### src/rtl/cc_ball_shiftregister_pkg.sv
// Shared types and constants for the ball row shifter and its tick prescaler.
package cc_ball_shiftregister_pkg;

    typedef enum logic [1:0] {
        ST_IDLE = 2'b00,
        ST_RUN  = 2'b01,
        ST_DONE = 2'b10
    } state_t;

    localparam logic DIR_P1 = 1'b0;  // ball travels toward bit0
    localparam logic DIR_P2 = 1'b1;  // ball travels toward the MSB

    // A single-cycle prescaler still needs a one-bit counter to exist.
    function automatic int cnt_width(input int count);
        return (count > 1) ? $clog2(count) : 1;
    endfunction

endpackage

### src/rtl/cc_ball_shiftregister_tick_prescaler.sv
// Divides the clock into shift ticks; the count is held at zero whenever disabled.
module cc_tick_prescaler
    import cc_ball_shiftregister_pkg::*;
#(
    parameter int PRESCALER_COUNT = 10
) (
    input  logic clock,
    input  logic reset,
    input  logic enable,
    output logic tick
);

    localparam int CW = cnt_width(PRESCALER_COUNT);
    localparam logic [CW-1:0] LAST = CW'(PRESCALER_COUNT - 1);

    logic [CW-1:0] count;

    always_ff @(posedge clock) begin
        if (reset || !enable) begin
            count <= '0;
        end else if (count == LAST) begin
            count <= '0;
        end else begin
            count <= count + CW'(1);
        end
    end

    // Terminal count while enabled: the owner shifts on this cycle's edge.
    assign tick = enable && (count == LAST);

endmodule

### src/rtl/cc_ball_shiftregister.sv
// Ball row shift register: serve/load, prescaled shifting, paddle bounce and exit detection.
module cc_ball_shiftregister
    import cc_ball_shiftregister_pkg::*;
#(
    parameter int DATAWIDTH       = 8,
    parameter int PRESCALER_COUNT = 10
) (
    input  logic                 CC_BALLSHIFTER_CLOCK_50,
    input  logic                 CC_BALLSHIFTER_RESET_InHigh,
    input  logic                 CC_BALLSHIFTER_serve_In,
    input  logic [DATAWIDTH-1:0] CC_BALLSHIFTER_data_InBUS,
    input  logic                 CC_BALLSHIFTER_dir_In,
    input  logic                 CC_BALLSHIFTER_hit1_In,
    input  logic                 CC_BALLSHIFTER_hit2_In,
    output logic [DATAWIDTH-1:0] CC_BALLSHIFTER_data_OutBUS,
    output logic                 CC_BALLSHIFTER_moving_Out,
    output logic                 CC_BALLSHIFTER_tick_Out,
    output logic                 CC_BALLSHIFTER_side_Out
);

    state_t               state;
    logic                 dir;
    logic                 run_en;
    logic                 shift_now;
    logic [DATAWIDTH-1:0] shifted;
    logic                 next_dir;

    assign run_en = (state == ST_RUN);

    cc_tick_prescaler #(
        .PRESCALER_COUNT(PRESCALER_COUNT)
    ) u_prescaler (
        .clock  (CC_BALLSHIFTER_CLOCK_50),
        .reset  (CC_BALLSHIFTER_RESET_InHigh),
        .enable (run_en),
        .tick   (shift_now)
    );

    // Only the paddle on the edge the ball is heading toward can bounce it.
    always_comb begin
        shifted  = CC_BALLSHIFTER_data_OutBUS >> 1;
        next_dir = dir;
        if (dir == DIR_P1) begin
            if (CC_BALLSHIFTER_data_OutBUS[0] && CC_BALLSHIFTER_hit1_In) begin
                shifted  = CC_BALLSHIFTER_data_OutBUS << 1;
                next_dir = DIR_P2;
            end else begin
                shifted  = CC_BALLSHIFTER_data_OutBUS >> 1;
            end
        end else begin
            if (CC_BALLSHIFTER_data_OutBUS[DATAWIDTH-1] && CC_BALLSHIFTER_hit2_In) begin
                shifted  = CC_BALLSHIFTER_data_OutBUS >> 1;
                next_dir = DIR_P1;
            end else begin
                shifted  = CC_BALLSHIFTER_data_OutBUS << 1;
            end
        end
    end

    always_ff @(posedge CC_BALLSHIFTER_CLOCK_50) begin
        if (CC_BALLSHIFTER_RESET_InHigh) begin
            state                      <= ST_IDLE;
            dir                        <= DIR_P1;
            CC_BALLSHIFTER_data_OutBUS <= '0;
            CC_BALLSHIFTER_moving_Out  <= 1'b0;
            CC_BALLSHIFTER_tick_Out    <= 1'b0;
            CC_BALLSHIFTER_side_Out    <= 1'b0;
        end else begin
            case (state)
                ST_IDLE, ST_DONE: begin
                    CC_BALLSHIFTER_tick_Out <= 1'b0;
                    if (CC_BALLSHIFTER_serve_In && (CC_BALLSHIFTER_data_InBUS != '0)) begin
                        CC_BALLSHIFTER_data_OutBUS <= CC_BALLSHIFTER_data_InBUS;
                        dir                        <= CC_BALLSHIFTER_dir_In;
                        state                      <= ST_RUN;
                        CC_BALLSHIFTER_moving_Out  <= 1'b1;
                    end
                end
                ST_RUN: begin
                    CC_BALLSHIFTER_tick_Out <= shift_now;
                    if (shift_now) begin
                        // An empty row means the last set bit has left; side records where.
                        if (shifted == '0) begin
                            state                      <= ST_DONE;
                            CC_BALLSHIFTER_moving_Out  <= 1'b0;
                            CC_BALLSHIFTER_side_Out    <= dir;
                            CC_BALLSHIFTER_data_OutBUS <= '0;
                        end else begin
                            CC_BALLSHIFTER_data_OutBUS <= shifted;
                            dir                        <= next_dir;
                        end
                    end
                end
                default: begin
                    state                      <= ST_IDLE;
                    CC_BALLSHIFTER_data_OutBUS <= '0;
                    CC_BALLSHIFTER_moving_Out  <= 1'b0;
                    CC_BALLSHIFTER_tick_Out    <= 1'b0;
                end
            endcase
        end
    end

endmodule

### config.mk
export PLATFORM = sky130hd
export DESIGN_NAME = cc_ball_shiftregister
export DESIGN_NICKNAME = d
export VERILOG_FILES = /design/src/rtl/cc_ball_shiftregister_pkg.sv /design/src/rtl/cc_ball_shiftregister_tick_prescaler.sv /design/src/rtl/cc_ball_shiftregister.sv
export SDC_FILE = /design/constraint.sdc
export NUM_CORES = 1
export LEC_CHECK = 0
export BUFFER_PORTS_ARGS = -buffer_cell sky130_fd_sc_hd__buf_2
export CAP_MARGIN = 10
export CORE_ASPECT_RATIO = 0.9
export CORE_MARGIN = 2
export CORE_UTILIZATION = 24
export CTS_CLUSTER_DIAMETER = 200
export DETAILED_ROUTE_END_ITERATION = 7
export MAX_ROUTING_LAYER = met4
export PLACE_DENSITY = 0.47
export SYNTH_ARGS = -nofsm -noshare
export SYNTH_HDL_FRONTEND = slang
export SYNTH_SLANG_ARGS = --single-unit
export TNS_END_PERCENT = 10
### constraint.sdc
create_clock -name CC_BALLSHIFTER_CLOCK_50 -period 2.3 [get_ports CC_BALLSHIFTER_CLOCK_50]
set_input_delay 0.345 -clock CC_BALLSHIFTER_CLOCK_50 [delete_from_list [all_inputs] [get_ports CC_BALLSHIFTER_CLOCK_50]]
set_output_delay 0.345 -clock CC_BALLSHIFTER_CLOCK_50 [all_outputs]
set_load 0.01 [all_outputs]
# --- After elaboration in Yosys (flattened, before gate mapping) ---
# Index checks and enable logic that the tools add are counted.
# Widths: inputs -> output; s select.
word_totals:
  input_bits: 14
  out_inout_bits: 11
  regBits: 18
  elab_cells: 55
op_classes:
  bitwise: 1
  reduce_logical: 17
  eq_ne: 7
  add_sub_neg: 1
  n_mux: 22
op_table:
  columns: ["cell", "count"]
  rows:
  - ["$mux 8", 6]
  - ["$pmux 8 s2", 1]
  - ["$mux 1", 9]
  - ["$logic_not 8->1", 1]
  - ["$ne 2x2->1 const B", 4]
  - ["$reduce_bool 8->1", 1]
  - ["$mux 2", 3]
  - ["$reduce_and 3->1", 2]
  - ["$reduce_or 2->1", 3]
  - ["$add 4x1->4 const B", 1]
  - ["$eq 4x4->1 const B", 1]
  - ["$logic_and 1x1->1", 4]
  - ["$pmux 1 s2", 2]
  - ["$pmux 2 s2", 1]
  - ["$reduce_and 4->1", 1]
  - ["$eq 2x1->1 const B", 1]
  - ["$eq 2x2->1 const B", 1]
  - ["$logic_not 2->1", 1]
  - ["$reduce_and 2->1", 1]
  - ["$reduce_bool 2->1", 1]
  - ["$logic_not 1->1", 1]
  - ["$logic_or 1x1->1", 1]
  - ["$not 1->1", 1]

# --- Longest topological paths before layout ---
# Gate-level depths: netlist (run 1).
depth:
  ltp_word: 7
  depth_mapped: 7
  mapped_depth_nobuf: 7

# --- Cells and area by module ---
# From an unflattened synthesis (run 1), not the netlist that was laid out.
hier_totals:
  cells_unflattened: 137
  hier_area_um2: 1112.3
modules_own_cells:
  columns: ["mod", "cells_per_inst", "seq_area_each_um2", "area_each_um2", "instances"]
  rows:
  - ["cc_ball_shiftregister", 119, 280.3, 932.1, 1]
  - ["cc_tick_prescaler", 18, 80.1, 180.2, 1]

# --- Least setup slack after synthesis (run 1) ---
# No wires, ideal clock.
synth_path:
  kind: "reg-to-reg"
  startpoint: "register CC_BALLSHIFTER_data_OutBUS[6]"
  endpoint: "register CC_BALLSHIFTER_moving_Out"
  path_stages_with_launch: 5
  t_arrival_ns: 1.573
  setup_ns: 0.117
  n_path_buf: 0
  period_less_slack_ns: 1.691
  t_required_ns: 2.183
  setup_slack_ns: 0.609
  cell_sequence: "dfxtp_1 -> or4_4 -> a2111oi_4 -> o21ai_1 -> a32o_1"
synth_between:
  elab_chain_cells: 5
  elab_cells_between_ends: 6
  cone_classes: "eq/ne (1); mux (3); reduce/logical (2)"
synth_lines:
  columns: ["item", "line_no", "rtl"]
  rows:
  - ["from (decl)", "cc_ball_shiftregister.sv:15", "output logic [DATAWIDTH-1:0] CC_BALLSHIFTER_data_OutBUS,"]
  - ["from (signal assigned)", "cc_ball_shiftregister.sv:73", "CC_BALLSHIFTER_data_OutBUS <= CC_BALLSHIFTER_data_InBUS;"]
  - ["from (signal assigned)", "cc_ball_shiftregister.sv:89", "CC_BALLSHIFTER_data_OutBUS <= shifted;"]
  - ["$mux 8 (on tied branches)", "cc_ball_shiftregister.sv:44, cc_ball_shiftregister.sv:51", null]
  - ["$mux 8 *", "cc_ball_shiftregister.sv:43", "if (dir == DIR_P1) begin"]
  - ["$logic_not 8->1 *", "cc_ball_shiftregister.sv:83", "if (shifted == '0) begin"]
  - ["$ne 2x2->1 (no line) *", null, null]
  - ["$reduce_and 3->1 (no line) *", null, null]
  - ["to (signal assigned)", "cc_ball_shiftregister.sv:76", "CC_BALLSHIFTER_moving_Out <= 1'b1;"]
  - ["to (signal assigned)", "cc_ball_shiftregister.sv:85", "CC_BALLSHIFTER_moving_Out <= 1'b0;"]
  - ["to (signal assigned)", "cc_ball_shiftregister.sv:97", "CC_BALLSHIFTER_moving_Out <= 1'b0;"]
  - ["to (decl)", "cc_ball_shiftregister.sv:16", "output logic CC_BALLSHIFTER_moving_Out,"]
# Mark *: on every way between the ends. The rest lies on a longest branch, timed or not.
# A chain may end at the register's enable or synchronous reset.

# --- Final worst setup path (run 1) ---
layout_path:
  startpoint: "register dir"
  endpoint: "register CC_BALLSHIFTER_data_OutBUS[3]"
layout_between:
  elab_chain_cells: 5
layout_lines:
  columns: ["item", "line_no", "rtl"]
  rows:
  - ["from (decl)", "cc_ball_shiftregister.sv:22", "logic dir;"]
  - ["from (signal assigned)", "cc_ball_shiftregister.sv:74", "dir <= CC_BALLSHIFTER_dir_In;"]
  - ["from (signal assigned)", "cc_ball_shiftregister.sv:90", "dir <= next_dir;"]
  - ["$mux 8 *", "cc_ball_shiftregister.sv:43", null]
  - ["$logic_not 8->1", "cc_ball_shiftregister.sv:83", null]
  - ["$mux 8 *", "cc_ball_shiftregister.sv:83", null]
  - ["$mux 8 *", "cc_ball_shiftregister.sv:81", "if (shift_now) begin"]
  - ["$pmux 8 s2 *", "cc_ball_shiftregister.sv:69", "case (state)"]
# Mark *: on every way between the ends. The rest lies on a longest branch, timed or not. The select of a mux whose other input is x is not followed.

==> results of run 1 <==
==> where the power goes <==
group          switching (mW)  internal, mW  total, mW
clock network           0.111         0.152      0.263
registers              0.0403         0.338      0.378
logic                   0.125        0.0934      0.219
total                   0.276         0.583      0.860
==> worst max-delay path, delay by kind of cell, from the launching register on <==
kind	cells	cell delay (ps)
AO/OA/AOI/OAI	2	690
AND/OR/NAND/NOR	3	650
flip-flops	1	500
==> kinds of logic (layout without fill, tap and decap cells) <==
| family | after synthesis | count (layout) | share of synthesized area, % |
|---|---|---|---|
| AO/OA/AOI/OAI | 40 | 40 | 30.9 |
| XOR/XNOR | 2 | 2 | 1.83 |
| adder cells (fa/ha/maj) | 2 | 2 | 2.61 |
| buffers and inverters | 9 | 33 | 4.43 |
| flip-flops | 18 | 18 | 37.5 |
| multiplexers | 3 | 3 | 3.13 |
| AND/OR/NAND/NOR | 36 | 36 | 19.6 |
==> stage by stage <==
step	area, µm²	util, %	hold WS [ps]	std cells	power (mW)
after CTS	1170	30.9	320	180	0.866
after global routing	1170	30.9	336	180	0.912
after detailed placement	1110	29.4	460	176	0.602
final	1170	30.9	333	180	0.860
after global placement	1110	29.4	444	176	0.601
after floorplan	960	-	414	110	0.534
==> state kept, by name, summed over array words and instances, names as in the netlist <==
| register | count |
|---|---|
| u_prescaler.count | 4 |
| dir | 1 |
| CC_BALLSHIFTER_data_OutBUS | 8 |
| CC_BALLSHIFTER_side_Out | 1 |
| CC_BALLSHIFTER_moving_Out | 1 |
| state | 2 |
| CC_BALLSHIFTER_tick_Out | 1 |
==> metal layers <==
metal / vias up / wire, µm / global-route usage [%] / part of all wire [%]
met5: - / 0 / - / 0
met4: 0 / 68 / 5.42 / 2.7
met3: 8 / 160 / 3.00 / 6.3
met2: 35 / 1140 / 19.1 / 45
met1: 424 / 1180 / 15.9 / 46
li1: 466 / - / - / -
==> Yosys cell counts, types with 2 or more instances <==
cell type / count / area (µm²)
nand3_1: 4 / 20.0
nor4_1: 2 / 12.5
a21oi_1: 7 / 35.0
a32oi_1: 5 / 43.8
dfxtp_1: 18 / 360
nor3_1: 4 / 20.0
mux2i_1: 3 / 30.0
inv_1: 5 / 18.8
nor2b_1: 2 / 12.5
ha_1: 2 / 25.0
nand2b_1: 2 / 12.5
nor2_1: 12 / 45.0
o21ai_0: 3 / 15.0
nand2_1: 5 / 18.8
a32o_1: 2 / 20.0
o21ai_1: 7 / 35.0
a211oi_1: 3 / 22.5
==> worst max path at each step <==
stage,endpoint,slack (ps),cells past startpoint
global placement,CC_BALLSHIFTER_data_OutBUS[3],370,5
CTS,CC_BALLSHIFTER_data_OutBUS[3],340,5
floorplan,CC_BALLSHIFTER_moving_Out,610,4
finish,CC_BALLSHIFTER_data_OutBUS[3],340,5
global route,CC_BALLSHIFTER_moving_Out,140,5
detailed placement,CC_BALLSHIFTER_data_OutBUS[3],370,5
==> layout make-up <==
cell class	instances	area (µm²)
inverters	5	18.8
flip-flops and latches	18	360
well taps	46	57.6
fillers	421	2620
repair buffers	24	120
clock buffers	4	55.1
multi-input cells	83	557
==> impl_metrics.py, run 1 <==
metrics = {
    "global_routing": {
        "antenna_found_initial": 0,
        "grt_max_degree": 12,
        "grt_pass1_wl_mm": 4.35,
        "grt_pass1_vias": 905,
        "grt_use_total_pct": 12.5,
        "grt_remaining_overflow": 0,
    },
    "critical_path": {
        "arrival_ps": 2100,
        "path_cells": "nor4b_2 -> nor3_1 -> a2111oi_4 -> nand2b_1 -> o21ai_1",
        "crit_required_ps": 2440,
        "reg2regPathDepth": 5,
        "slowest_delay_ps": 590,
        "crit_start": "dir",
        "r2r_setup_slack_ps": 340,
        "reg2reg_to": "CC_BALLSHIFTER_data_OutBUS[3]",
        "cp_max_fo": 10,
        "regToRegStartpoint": "dir",
        "cp_slowest_cell": "a2111oi_4",
        "path_class": "register to register",
        "critPathLaunchType": "register",
        "worstSetupEndpointType": "register",
    },
    "synthesis": {
        "ys_ff_latch": 18,
        "syn_nets": 126,
        "seq_area_frac_synth_pct": 37.5,
        "synth_area_per_cell_um2": 8.72,
        "synth_flop_cell": "dfxtp_1",
        "yosysWarnings": 0,
        "syn-cell-area_um2": 960,
        "syn_inst": 110,
        "synth_edf_count": 0,
        "synth_cell_type_count": 41,
        "async_reset_ff_share_pct": 0,
    },
    "finish": {
        "layout_common_cells": "buf_2, dfxtp_1, nor2_1",
        "syn_to_final_growth_pct": 21.8,
        "drive_gt1_share_pct": 24.6,
        "antennaDiodeCount": 0,
        "final_common_cell": "buf_2",
        "nNetsFinal": 151,
    },
    "placement": {
        "hpwl_mm": 1.98,
        "post-place-ws_ps": 370,
        "portBuffers": 24,
        "place.gp.congestion": 0.783,
    },
    "drt": {
        "drtAntennaViolNets": 0,
        "routed_wl_mm": 2.54,
        "dr_total_vias": 933,
        "first_pass_iters": 4,
        "vias_per_cell": 5.18,
        "drc": 0,
        "first_iter_violations": 65,
        "post_drt_wl_per_cell_um": 14.1,
    },
    "sta": {
        "clock_skew_ps": 5.26,
        "finalHoldViolCount": 0,
        "slew_viol_final": 0,
        "setup_ws_ps": 336,
        "worst_slew_pin_slew_ps": 572,
        "fmax_mhz": 509,
        "slew_headroom_pct": 61.9,
        "post-route-period-util_pct": 85.4,
        "period_needed_ps": 1960,
        "finalSetupViolCount": 0,
        "setup-tns-final_ps": 0,
        "grt_setup_unrepaired": "false",
    },
    "clock_network": {
        "clk_path_buf_depth": 2,
        "clk_pin_slew_worst_paths_ps": 70,
        "postCtsSetupBuffers": 0,
        "cts_tree": "built",
        "holdBufCountCts": 0,
        "root_buffer": "clkbuf_8",
        "clock_latency_ps": 260,
        "cts_buffers": 3,
        "cts-resized-gates": 0,
        "cts_max_level": 1,
        "clock-sinks": 18,
    },
    "worst_hold_path": {
        "hold_path_class": "primary input to register",
        "min_to": "CC_BALLSHIFTER_data_OutBUS[5]",
        "worstHoldStart": "CC_BALLSHIFTER_data_InBUS[5]",
        "min_path_cells": 3,
    },
    "die": {
        "die_area_um2": 4520,
        "core_um2": 3780,
        "start_util_pct": 25.4,
        "io_pins": 25,
        "die_h_um": 64.0,
        "fp.dieW_um": 70.7,
        "num_rows": 21,
    },
    "run": {
        "drv_cap": 0,
    },
    "outcome": {
        "status": "finished, final reports clean",
    },
    "pwr": {
        "p_per_area_nw_per_um2": 736,
        "p_leak_nw": 0.457,
        "peakVddDrop_uv": 436,
    },
}
Power figures use the tool's default switching activity.
==> run 2, diff against run 1 <==
clock period = 2.45 ns   (was 2.3 ns; I/O delays follow)
==> impl_metrics.py, run 2 (synthesis gave the netlist of run 1 again) <==
metrics = {
    "outcome": {
        "status": "finished, final reports clean",
    },
    "sta": {
        "worst_slew_pin_slew_ps": 550,
        "grt_setup_unrepaired": "false",
        "clock_skew_ps": 1.31,
        "finalSetupViolCount": 0,
        "slew_viol_final": 0,
        "fmax_mhz": 521,
        "slew_headroom_pct": 63.3,
        "period_needed_ps": 1920,
        "post-route-period-util_pct": 78.3,
        "holdWs_ps": 353,
        "setup-tns-final_ps": 0,
        "finalHoldViolCount": 0,
        "setup_ws_ps": 531,
    },
    "worst_hold_path": {
        "hold_path_class": "primary input to register",
    },
    "critical_path": {
        "crit_required_ps": 2590,
        "critPathLaunchType": "register",
        "arrival_ps": 2060,
        "cp_max_fo": 10,
        "slowest_delay_ps": 570,
        "worstSetupEndpointType": "register",
        "path_class": "register to register",
        "cp_slowest_cell": "a2111oi_4",
        "path_cells": "nor4b_2 -> nor3_1 -> a2111oi_4 -> nand2b_1 -> o21ai_1",
    },
    "drt": {
        "first_iter_violations": 28,
        "routed_wl_mm": 2.51,
        "vias_per_cell": 5.17,
        "drtAntennaViolNets": 0,
        "first_pass_iters": 4,
        "drc": 0,
        "dr_total_vias": 930,
        "post_drt_wl_per_cell_um": 14.0,
    },
    "placement": {
        "hpwl_mm": 1.96,
        "post-place-ws_ps": 520,
        "dp_cells": 176,
        "place_area_um2": 1110,
        "portBuffers": 24,
        "place.gp.congestion": 0.782,
    },
    "pwr": {
        "p_per_area_nw_per_um2": 688,
        "peakVddDrop_uv": 237,
        "report.power.total_mw": 0.804,
        "p_leak_nw": 0.457,
    },
    "die": {
        "die_h_um": 64.0,
        "fp.dieW_um": 70.7,
        "num_rows": 21,
        "die_area_um2": 4520,
        "core_um2": 3780,
        "start_util_pct": 25.4,
        "io_pins": 25,
    },
    "global_routing": {
        "grt_remaining_overflow": 0,
        "grt_use_total_pct": 12.0,
        "antenna_found_initial": 0,
        "grt_max_degree": 12,
        "grt_pass1_wl_mm": 4.17,
        "grt_pass1_vias": 884,
    },
    "clock_network": {
        "holdBufCountCts": 0,
        "cts_buffers": 3,
        "cts_tree": "built",
        "clk_pin_slew_worst_paths_ps": 70,
        "cts_max_level": 1,
        "cts-resized-gates": 0,
        "clock-sinks": 18,
        "clk_path_buf_depth": 2,
        "postCtsSetupBuffers": 0,
        "clock_latency_ps": 250,
        "root_buffer": "clkbuf_8",
    },
    "finish": {
        "instances_no_fill": 180,
        "syn_to_final_growth_pct": 21.8,
        "reg.largest.list": "CC_BALLSHIFTER_data_OutBUS x8, u_prescaler.count x4, state x2",
        "layout_common_cells": "buf_2, dfxtp_1, nor2_1",
        "antennaDiodeCount": 0,
        "largest-register": "CC_BALLSHIFTER_data_OutBUS",
        "drive_gt1_share_pct": 24.6,
        "fillers": 425,
        "nNetsFinal": 151,
        "largest_register_ffs": 8,
        "final_common_cell": "buf_2",
        "final_cell_area_um2": 1170,
        "post-route-util_pct": 30.9,
    },
    "run": {
        "drv_cap": 0,
    },
}
[run 2: cell counts in the layout (fill, tap and decap cells not counted)]
Identical to the previous run, type by type.
[run 2: worst paths after layout]
check | from | endpoint | slack, ps | cells past startpoint
max | dir | CC_BALLSHIFTER_data_OutBUS[3] | 530 | 5
min | CC_BALLSHIFTER_data_InBUS[2] | CC_BALLSHIFTER_data_OutBUS[2] | 350 | 3
max reg2reg | dir | CC_BALLSHIFTER_data_OutBUS[3] | 530 | 5
min reg2reg | u_prescaler.count[0] | u_prescaler.count[0] | 480 | 1
[run 2: final cells by class]
class                      count  area, µm²  area share [%]
multi-input combinational     83        557            47.6
sequential                    18        360            30.8
timing repair buffer          24        120            10.3
tap                           46       57.6            4.93
clock buffer                   4       55.1            4.71
inverter                       5       18.8            1.61
[run 2: routing by layer]
metal / track usage (%) / routed length [µm] / share of wire (%)
met1: 14.7 / 1180 / 47
met5: - / 0 / 0
met2: 18.6 / 1130 / 45
met3: 3.31 / 144 / 5.7
met4: 4.95 / 59 / 2.3
[run 2: power breakdown]
part / leakage, nW / internal (mW) / total (mW) / switching, mW
combinational: 0.280 / 0.0877 / 0.204 / 0.116
clock: 0.0288 / 0.143 / 0.247 / 0.104
sequential: 0.147 / 0.317 / 0.354 / 0.0372
total: 0.457 / 0.548 / 0.804 / 0.257
[run 2: worst max-delay path, delay by kind of cell (launching register included)]
kind            cells  cell delay, ps
compound gates      2             670
simple gates        3             650
flops               1             480
==> run 3, diff against run 2 <==
PLACE_DENSITY = 0.48   (was 0.47)
clock period = 1.7 ns   (was 2.45 ns; I/O delays follow)
==> impl_metrics.py, run 3 (synthesis gave the netlist of run 1 again) <==
metrics = {
    "finish": {
        "seqCellArea_um2": 367,
        "drive_gt1_share_pct": 39.9,
        "reg.largest.list": "CC_BALLSHIFTER_data_OutBUS x8, u_prescaler.count x4, state x2",
        "layout_common_cells": "buf_2, dfxtp_1, buf_4",
        "largest-register": "CC_BALLSHIFTER_data_OutBUS",
        "syn_to_final_growth_pct": 38.7,
        "largest_register_ffs": 8,
        "final_common_cell": "buf_2",
        "instances_no_fill": 194,
        "nNetsFinal": 166,
        "multi_input_area_um2": 611,
        "final_cell_area_um2": 1330,
        "antennaDiodeCount": 0,
        "fillers": 414,
        "post-route-util_pct": 35.2,
    },
    "die": {
        "fp.dieW_um": 70.7,
        "io_pins": 25,
        "die_h_um": 64.0,
        "start_util_pct": 25.4,
        "die_area_um2": 4520,
        "num_rows": 21,
        "core_um2": 3780,
    },
    "drt": {
        "routed.top_layer": "met3",
        "routed_wl_mm": 2.79,
        "dr_wl_met3_um": 141,
        "vias_per_cell": 5.09,
        "first_iter_violations": 56,
        "met1Wirelength_mm": 1.30,
        "dr_total_vias": 988,
        "route.met2.wl_mm": 1.35,
        "post_drt_wl_per_cell_um": 14.4,
        "first_pass_iters": 4,
        "drc": 0,
        "drtAntennaViolNets": 0,
    },
    "global_routing": {
        "grt_pass1_vias": 916,
        "grt_pass1_wl_mm": 4.34,
        "grt_max_degree": 12,
        "antenna_found_initial": 0,
        "grt_use_total_pct": 12.3,
        "grt_remaining_overflow": 0,
    },
    "clock_network": {
        "cts_tree": "built",
        "clk_pin_slew_worst_paths_ps": 70,
        "root_buffer": "clkbuf_8",
        "clock_latency_ps": 250,
        "cts_max_level": 1,
        "clock-sinks": 18,
        "cts_buffers": 3,
        "clk_path_buf_depth": 2,
        "holdBufCountCts": 0,
    },
    "critical_path": {
        "r2r_setup_slack_ps": 70,
        "cp_max_fo": 6,
        "path_cells": "or4_4 -> a2111oi_4 -> buf_4 -> buf_6 -> a21bo_1 -> a21oi_2",
        "arrival_ps": 1780,
        "slowest_delay_ps": 530,
        "critPathTopFamily": "simple AND/OR/NAND/NOR gates",
        "crit_buf_inv": 2,
        "regToRegStartpoint": "CC_BALLSHIFTER_data_OutBUS[6]",
        "critPathLaunchType": "register",
        "worstSetupEndpointType": "register",
        "cp_slowest_cell": "or4_4",
        "path_class": "register to register",
        "reg2reg_to": "CC_BALLSHIFTER_side_Out",
        "reg2regPathDepth": 6,
        "crit_required_ps": 1850,
    },
    "sta": {
        "setup_ws_ps": 71.4,
        "clock_skew_ps": 4.49,
        "fmax_mhz": 614,
        "slew_viol_final": 0,
        "period_needed_ps": 1630,
        "finalSetupViolCount": 0,
        "finalHoldViolCount": 0,
        "post-route-period-util_pct": 95.8,
        "holdWs_ps": 235,
        "worst_slew_pin_slew_ps": 402,
        "setup-tns-final_ps": 0,
        "slew_headroom_pct": 72.9,
        "grt_setup_unrepaired": "true",
    },
    "worst_hold_path": {
        "min_to": "CC_BALLSHIFTER_data_OutBUS[4]",
        "min_path_cells": 3,
        "worstHoldStart": "CC_BALLSHIFTER_data_InBUS[4]",
        "hold_path_class": "primary input to register",
    },
    "outcome": {
        "status": "finished, final reports clean",
    },
    "run": {
        "drv_cap": 0,
    },
    "placement": {
        "place.gp.congestion": 0.813,
        "place_area_um2": 1210,
        "portBuffers": 24,
        "hpwl_mm": 2.16,
        "dp_cells": 189,
        "post-place-ws_ps": -67.0,
    },
    "pwr": {
        "p_leak_nw": 0.543,
        "p_per_area_nw_per_um2": 927,
        "report.power.total_mw": 1.23,
        "peakVddDrop_uv": 465,
    },
}
-- run 3: cell types whose count changed in the layout (fill, tap and decap cells not counted), moves of 2 or more --
cell	before	now
dfxtp_2	0	2
dfxtp_1	18	15
nor3_1	4	2
buf_4	0	14
nor3_2	0	2
o21ai_2	0	2
o21ai_1	7	5
-- run 3: worst max path at each step --
stage                                  start                         to  slack (ps)  cells after the start
5_1_grt        CC_BALLSHIFTER_data_OutBUS[6]                        dir         -30                      6
2_1_floorplan  CC_BALLSHIFTER_data_OutBUS[6]  CC_BALLSHIFTER_moving_Out           9                      4
3_3_place_gp                             dir  CC_BALLSHIFTER_moving_Out          -6                      5
4_1_cts        CC_BALLSHIFTER_data_OutBUS[1]                        dir         -60                      6
3_5_place_dp                             dir                        dir         -70                      6
6_report       CC_BALLSHIFTER_data_OutBUS[6]    CC_BALLSHIFTER_side_Out          70                      6
-- run 3: worst min-delay path, cell delays in order --
cell,delay [ps]
buf_2,90
a32oi_1,50
o21ai_1,60
-- run 3: repair_timing --
action                                  CTS  global route
setup buffers                             1             1
endpoints found under the setup margin    8             9
pin swaps                                 8             3
endpoints found under the hold margin     0             0
gates resized for setup                   6             9
-- run 3: where the power goes --
group	internal, mW	switching, mW	leakage, nW
Clock	0.157	0.142	0.0216
Combinational	0.214	0.217	0.372
Sequential	0.459	0.0435	0.149
-- run 3: area by class of cell --
| class | instances | share of cell area, % |
|---|---|---|
| Clock buffer | 3 | 3.10 |
| Inverter | 5 | 1.41 |
| Multi-Input combinational cell | 83 | 45.9 |
| Sequential cell | 18 | 27.5 |
| Tap cell | 46 | 4.32 |
| Timing Repair Buffer | 39 | 17.8 |
-- run 3: metal layers --
layer,vias to the layer above,global-route usage [%]
li1,496,-
met1,469,15.7
met2,23,19.0
met3,0,4.10
met4,0,3.07
met5,-,-
